--- src/rtl/prll_bs_pkg.sv ---
// Shared definitions for the parallel-bus arbiter: FSM states and field widths.
package prll_bs_pkg;

    typedef enum logic [1:0] {
        IDLE,
        POP,
        PUSH
    } state_t;

    localparam int ID_W  = 8;
    localparam int GNT_W = 3;

endpackage

--- src/rtl/rr_prio_sel.sv ---
// Round-robin priority select: first pending driver at or above rr_ptr, wrapping.
module rr_prio_sel
    import prll_bs_pkg::*;
#(
    parameter int drvrs = 4
) (
    input  logic [drvrs-1:0] pndng,
    input  logic [GNT_W-1:0] rr_ptr,
    output logic             valid,
    output logic [GNT_W-1:0] winner
);

    int unsigned idx;

    always_comb begin
        valid  = 1'b0;
        winner = '0;
        idx    = 0;
        for (int unsigned i = 0; i < drvrs; i++) begin
            idx = (int'(rr_ptr) + i) % drvrs;
            if (!valid && pndng[idx]) begin
                valid  = 1'b1;
                winner = GNT_W'(idx);
            end
        end
    end

endmodule

--- src/rtl/bs_rr_rbtr_ctrl.sv ---
// Round-robin bus arbiter: grants one driver, pops its head word and pushes it
// to the decoded destination RX FIFO(s); invalid destinations are counted.
module bs_rr_rbtr_ctrl
    import prll_bs_pkg::*;
#(
    parameter int              drvrs     = 4,
    parameter int              bits      = 32,
    parameter logic [ID_W-1:0] broadcast = 8'hFF
) (
    input  logic                    clk,
    input  logic                    reset,
    input  logic [drvrs-1:0]        pndng,
    input  logic [drvrs*bits-1:0]   D_pop,
    output logic [drvrs-1:0]        pop,
    output logic [drvrs-1:0]        push,
    output logic [bits-1:0]         D_push,
    output logic [GNT_W-1:0]        gnt_id,
    output logic                    busy,
    output logic [7:0]              drop_cnt
);

    localparam logic [drvrs-1:0] ONE = {{(drvrs-1){1'b0}}, 1'b1};

    state_t           state;
    logic [GNT_W-1:0] rr_ptr;
    logic             sel_valid;
    logic [GNT_W-1:0] sel_idx;
    logic [bits-1:0]  word;
    logic [ID_W-1:0]  dest;
    logic [drvrs-1:0] push_dec;
    logic             drop;

    rr_prio_sel #(
        .drvrs(drvrs)
    ) u_sel (
        .pndng (pndng),
        .rr_ptr(rr_ptr),
        .valid (sel_valid),
        .winner(sel_idx)
    );

    // Decode is done on the word being captured so push can be registered
    // on the same edge that loads the bus register.
    always_comb begin
        word     = D_pop[int'(gnt_id)*bits +: bits];
        dest     = word[bits-1 -: ID_W];
        push_dec = '0;
        drop     = 1'b0;
        if (dest == broadcast) begin
            push_dec = ~(ONE << gnt_id);
        end else if (dest < ID_W'(drvrs)) begin
            push_dec = ONE << dest;
        end else begin
            drop = 1'b1;
        end
    end

    always_ff @(posedge clk) begin
        if (reset) begin
            state    <= IDLE;
            rr_ptr   <= '0;
            gnt_id   <= '0;
            pop      <= '0;
            push     <= '0;
            D_push   <= '0;
            busy     <= 1'b0;
            drop_cnt <= '0;
        end else begin
            pop  <= '0;
            push <= '0;
            case (state)
                IDLE: begin
                    if (sel_valid) begin
                        gnt_id <= sel_idx;
                        pop    <= ONE << sel_idx;
                        busy   <= 1'b1;
                        state  <= POP;
                    end
                end
                POP: begin
                    D_push <= word;
                    push   <= push_dec;
                    if (drop && drop_cnt != 8'hFF) begin
                        drop_cnt <= drop_cnt + 8'd1;
                    end
                    state <= PUSH;
                end
                PUSH: begin
                    rr_ptr <= (gnt_id == GNT_W'(drvrs - 1)) ? '0 : gnt_id + GNT_W'(1);
                    busy   <= 1'b0;
                    state  <= IDLE;
                end
                default: begin
                    busy  <= 1'b0;
                    state <= IDLE;
                end
            endcase
        end
    end

endmodule

--- config.mk ---
export PLATFORM = sky130hd
export DESIGN_NAME = bs_rr_rbtr_ctrl
export DESIGN_NICKNAME = d
export VERILOG_FILES = /design/src/rtl/prll_bs_pkg.sv /design/src/rtl/rr_prio_sel.sv /design/src/rtl/bs_rr_rbtr_ctrl.sv
export SDC_FILE = /design/constraint.sdc
export NUM_CORES = 1
export LEC_CHECK = 0
export ABC_AREA = 1
export BUFFER_PORTS_ARGS = -buffer_cell sky130_fd_sc_hd__buf_2
export CORE_MARGIN = 2
export CORE_UTILIZATION = 45
export DETAILED_ROUTE_END_ITERATION = 10
export GPL_ROUTABILITY_DRIVEN = 0
export GPL_TIMING_DRIVEN = 0
export PLACE_DENSITY = 0.85
export SETUP_SLACK_MARGIN = 0.15
export SLEW_MARGIN = 10
export SYNTH_ARGS = -nofsm -noshare
export SYNTH_HDL_FRONTEND = slang
export SYNTH_SLANG_ARGS = --single-unit
--- constraint.sdc ---
create_clock -name clk -period 1.95 [get_ports clk]
set_input_delay 0.2925 -clock clk [delete_from_list [all_inputs] [get_ports clk]]
set_output_delay 0.2925 -clock clk [all_outputs]
set_load 0.03 [all_outputs]
# After elaboration in Yosys (flattened, before gate mapping)
# Cells that the tools add are included.
# word_totals
register_bits	55
output_inout_bits	52
wordCells	70
input_bits	134
# op_classes
shift	4
magnitude_cmp	5
eq_ne	6
add_sub_neg	5
reduce_logical	13
bitwise_logic	4
n_mux	25
# op_table
cell	count
$shiftx 128x8->32	1
$lt 2x3->1 const B	4
$mux 2	6
$mux 1	11
$add 8x1->8 const B	1
$bmux 1 s2	4
$eq 8x8->1 const B	1
$lt 8x3->1 const B	1
$mux 4	2
$ne 8x8->1 const B	1
$shl 1x2->4 const A	2
$shl 1x8->4 const A	1
$reduce_and 2->1	3
$add 2x1->2 const B	2
$add 2x2->2 const B	2
$eq 2x2->1 const B	2
$logic_and 1x1->1	4
$not 4->4	1
$pmux 2 s2	1
$logic_not 1->1	3
$not 1->1	3
$reduce_or 3->1	1
$eq 2x1->1 const B	1
$logic_not 2->1	1
other kinds (3)	3

# Longest topological paths before layout
# depth
depth_word	14
ltp_mapped	13
depth_no_buf	12

# Hierarchy
# Synthesis repeated with hierarchy kept, for this count alone.
# hier_totals
hier_cells	555
hier_area_um2	3529.6
# by_module_without_submodules
module	seq_area_each_um2	n_inst	cells_per_inst	area_per_inst_um2
bs_rr_rbtr_ctrl	1141.1	1	494	3199.3
rr_prio_sel	0.0	1	61	330.3

# Worst setup path after synthesis
# No wires, ideal clock.
# synth_timing
path_type	reg2reg
startpoint	register gnt_id[0]
endpoint	register push[3]
setup_ns	0.114
period_less_slack_ns	1.759
stages_incl_launch_ff	14
arrival_time_ns	1.645
setup_slack_ns	0.191
path_buffers	2
required_ns	1.836
path_cell_list	dfxtp_1 -> inv_2 -> buf_6 -> nand2_1 -> nand2_1 -> nand2_1 -> nand2_1 -> nand2_1 -> nor2_2 -> nand2_2 -> buf_4 -> nor2_1 -> a21oi_1 -> nor2_1
# synth_via
elab_chain_cells	4
word_cells_on_any_way	8
cone_classes	order compare (1); eq/ne (1); shift (3); mux (2); bitwise (1)
# synth_rtl
item	line_no	text
from (decl)	bs_rr_rbtr_ctrl.sv:17	output logic [GNT_W-1:0] gnt_id,
from (signal assigned)	bs_rr_rbtr_ctrl.sv:74	gnt_id <= sel_idx;
$shiftx 128x8->32	bs_rr_rbtr_ctrl.sv:45	word = D_pop[int'(gnt_id)*bits +: bits];
$lt 8x3->1 / $shl 1x8->4 (equally long branches)	bs_rr_rbtr_ctrl.sv:51, bs_rr_rbtr_ctrl.sv:52	
$mux 4	bs_rr_rbtr_ctrl.sv:51	end else if (dest < ID_W'(drvrs)) begin
$mux 4 *	bs_rr_rbtr_ctrl.sv:49	if (dest == broadcast) begin
to (signal assigned)	bs_rr_rbtr_ctrl.sv:82	push <= push_dec;
to (decl)	bs_rr_rbtr_ctrl.sv:15	output logic [drvrs-1:0] push,
# Mark *: on every way between the ends. The rest lies on a longest branch, timed or not.
# A chain may end at the register's enable or synchronous reset.

# Worst setup path after layout
# layout_timing
startpoint	register gnt_id[0]
endpoint	register push[1]
# The elaborated chain is that of the path after synthesis.

==> results_dict.tcl <==
set metrics [dict create \
    slew_headroom_pct 59.5 \
    grt_pass1_vias 4149 \
    drt-pass1-iter-count 5 \
    pwr-share-comb_pct 49.3 \
    place_area_mm2 0.00448 \
    rr_worst_depth 12 \
    p_leak_nw 2.60 \
    end_kind "flip-flop" \
    synthesis.nets 708 \
    fmax_ghz 0.582 \
    wl_per_cell_um 14.0 \
    initial_core_util_pct 46.9 \
    synth_cells 569 \
    fin_skew_ns 0.0137 \
    rsz0062_at_grt "yes" \
    cts_buffer_depth 2 \
    synth_top_area_share_pct 32.0 \
    post-dp-hpwl_um 9430 \
    ys_top_cells_by_area "dfxtp_1 (32%), nor2_1 (14%), o21ai_0 (13%)" \
    syn_area_per_cell_um2 6.05 \
    grt_max_degree 20 \
    grt_pass1_wl_um 18700 \
    maxCapViolCount 0 \
    p_seq_share_pct 34.4 \
    min_path_cells 5 \
    finalHoldViolations 0 \
    hold_class "input port to flip-flop" \
    io_pins 186 \
    worstMarginPinSlew_ns 0.607 \
    switching_share_pct 45.2 \
    synth-edff-count 0 \
    yosys-top-cells-count "nor2_1 (124), nand2_1 (105), o21ai_0 (88), dfxtp_1 (55), inv_1 (53)" \
    clock_latency_ns 0.31 \
    powerDensity_mw_per_mm2 855 \
    yosys_warnings 0 \
    arrival_ns 1.97 \
    clock-root-buffer "clkbuf_8" \
    gr-usage-all-layers_pct 27.2 \
    antenna_cells 0 \
    cp_max_fo 10 \
    cts_buffers 5 \
    rows 31 \
    fp.dieH_um 91.4 \
    synth-seq-area-share_pct 32.0 \
    power.share.clock_pct 16.3 \
    grt.overflow.total 0 \
    finalSetupTns_ns 0 \
    die_area_mm2 0.00836 \
    r2r_end "push[1]" \
    drc_errors 0 \
    area_delta_synth_final_pct 37.6 \
    path_class "flip-flop to flip-flop" \
    routed_wl_um 12100 \
    status "completed" \
    required_ns 2.20 \
    ir_drop_mv 0.411 \
    p_int_mw 2.22 \
    rrSetupSlack_ns 0.23 \
    synth_most_common_cell "nor2_1" \
    crit-reg2reg-launch "gnt_id[0]" \
    power.total_mw 4.05 \
    synthesis.area_mm2 0.00344 \
    vias_per_cell 5.24 \
    yosysTopAreaCell "dfxtp_1" \
    slew_viol_final 0 \
    synth-seq-cells 55 \
    startpoint "gnt_id[0]" \
    drt_iter0_drc 296 \
    cts_htree_levels 2 \
    period_share_pct 88.1 \
    cts_sinks 55 \
    clk_pin_slew_worst_paths_ns 0.11 \
    fp.dieW_um 91.4 \
    cts_tree "done" \
    setup_viol 0 \
    detail-route-antenna-nets 0 \
    port_buffers 183 \
    grt_antenna_before_repair 0 \
    layout.nets 904 \
    hold_path.startpoint "D_pop[23]" \
    vias 4534 \
    core_mm2 0.00733 \
    layout-drive-gt1-share_pct 30.9 \
    start_kind "flip-flop" \
    fin_crit_ns 1.72 \
    synthArstFlopShare_pct 0 \
    cts_hold_buf 0 \
    synth_ff_type "dfxtp_1" \
    synth.distinct_cells 24 \
    min_to "D_push[23]" \
    p_switching_mw 1.83 \
    final_area_mm2 0.00474 \
]
critical path, stage by stage, from the launching register on:
cell     delay, ns
dfxtp_4       0.47
inv_6         0.06
buf_8         0.14
nand2_2       0.06
nand3_2       0.06
nand2_2       0.09
nand2_2       0.07
nor2_4        0.12
nand2_2       0.13
buf_8         0.16
nor2_4        0.08
a21oi_1       0.08
nor2_1        0.13
routing by layer:
layer,vias to the layer above,share of wire [%],track usage [%]
met5,-,0,0
li1,2230,-,-
met2,212,52,50.3
met4,0,3.2,9.97
met3,32,7.3,4.65
met1,2060,38,30.9
how the worst max path moves through the flow:
stage | end | slack, ns | depth (start not counted)
after detailed placement | push[0] | -0.03 | 12
after floorplan | push[3] | 0.19 | 13
final | push[1] | 0.23 | 12
after global routing | push[1] | 0.11 | 12
after global placement | rr_ptr[1] | -0.02 | 6
after CTS | D_push[11] | 0.17 | 8
logic make-up after synthesis:
kind of cell | share of synthesized area (%)
AO/OA/AOI/OAI | 21.5
AND/OR/NAND/NOR | 31.8
flip-flops | 32.0
buffers and inverters | 10.9
other | 0.109
adder cells (fa/ha/maj) | 1.82
XOR/XNOR | 1.78
repair_timing:
action,4_1_cts,5_1_grt
setup endpoints to repair,34,29
setup buffers,0,3
cloned,0,3
endpoints found under the hold margin,0,0
resized for setup,10,33
pin swaps,0,4
state kept, by name (all words and copies together) (netlist names):
signal,count
push,4
busy,1
rr_ptr,2
gnt_id,2
pop,4
state,2
drop_cnt,8
D_push,32
per-stage QoR:
step	instances	utilization, %	hold WS [ns]	setup WS [ns]
3_3_place_gp	851	61.1	0.463	-0.0170
4_1_cts	859	62.7	0.344	0.169
5_1_grt	865	64.6	0.364	0.106
3_5_place_dp	851	61.1	0.497	-0.0332
2_1_floorplan	569	-	0.497	0.191
6_report	865	64.6	0.347	0.232
final cells by class:
class | instances | area, µm²
plain buffers | 36 | 211
inverters | 54 | 208
repair buffers | 188 | 968
clock buffers | 5 | 68.8
multi-input cells | 424 | 2020
repair inverters | 1 | 5.00
well taps | 99 | 124
fillers | 683 | 2590
flip-flops and latches | 55 | 1110
clock inverters | 3 | 25.0
cell usage in the layout (no fill, tap or decap), drive strengths merged:
master	instances
dfxtp	55
xor2	6
clkbuf	31
o22ai	24
o21ai	91
inv	56
a21oi	23
xnor2	1
a21boi	1
clkinvlp	1
nand4	10
buf	198
nand2	107
ha	5
nor2	128
nand3	26
clkinv	1
a31oi	1
conb	1
power by group through the flow:
stage | registers, mW | logic (mW) | clock network [mW]
3_3_place_gp | 1.40 | 1.79 | 0
6_report | 1.39 | 1.99 | 0.660
4_1_cts | 1.39 | 1.86 | 0.669
5_1_grt | 1.41 | 2.19 | 0.706
2_1_floorplan | 1.67 | 0.991 | 0
3_5_place_dp | 1.41 | 1.84 | 0
Note: power is estimated with default switching activity, not from simulation.
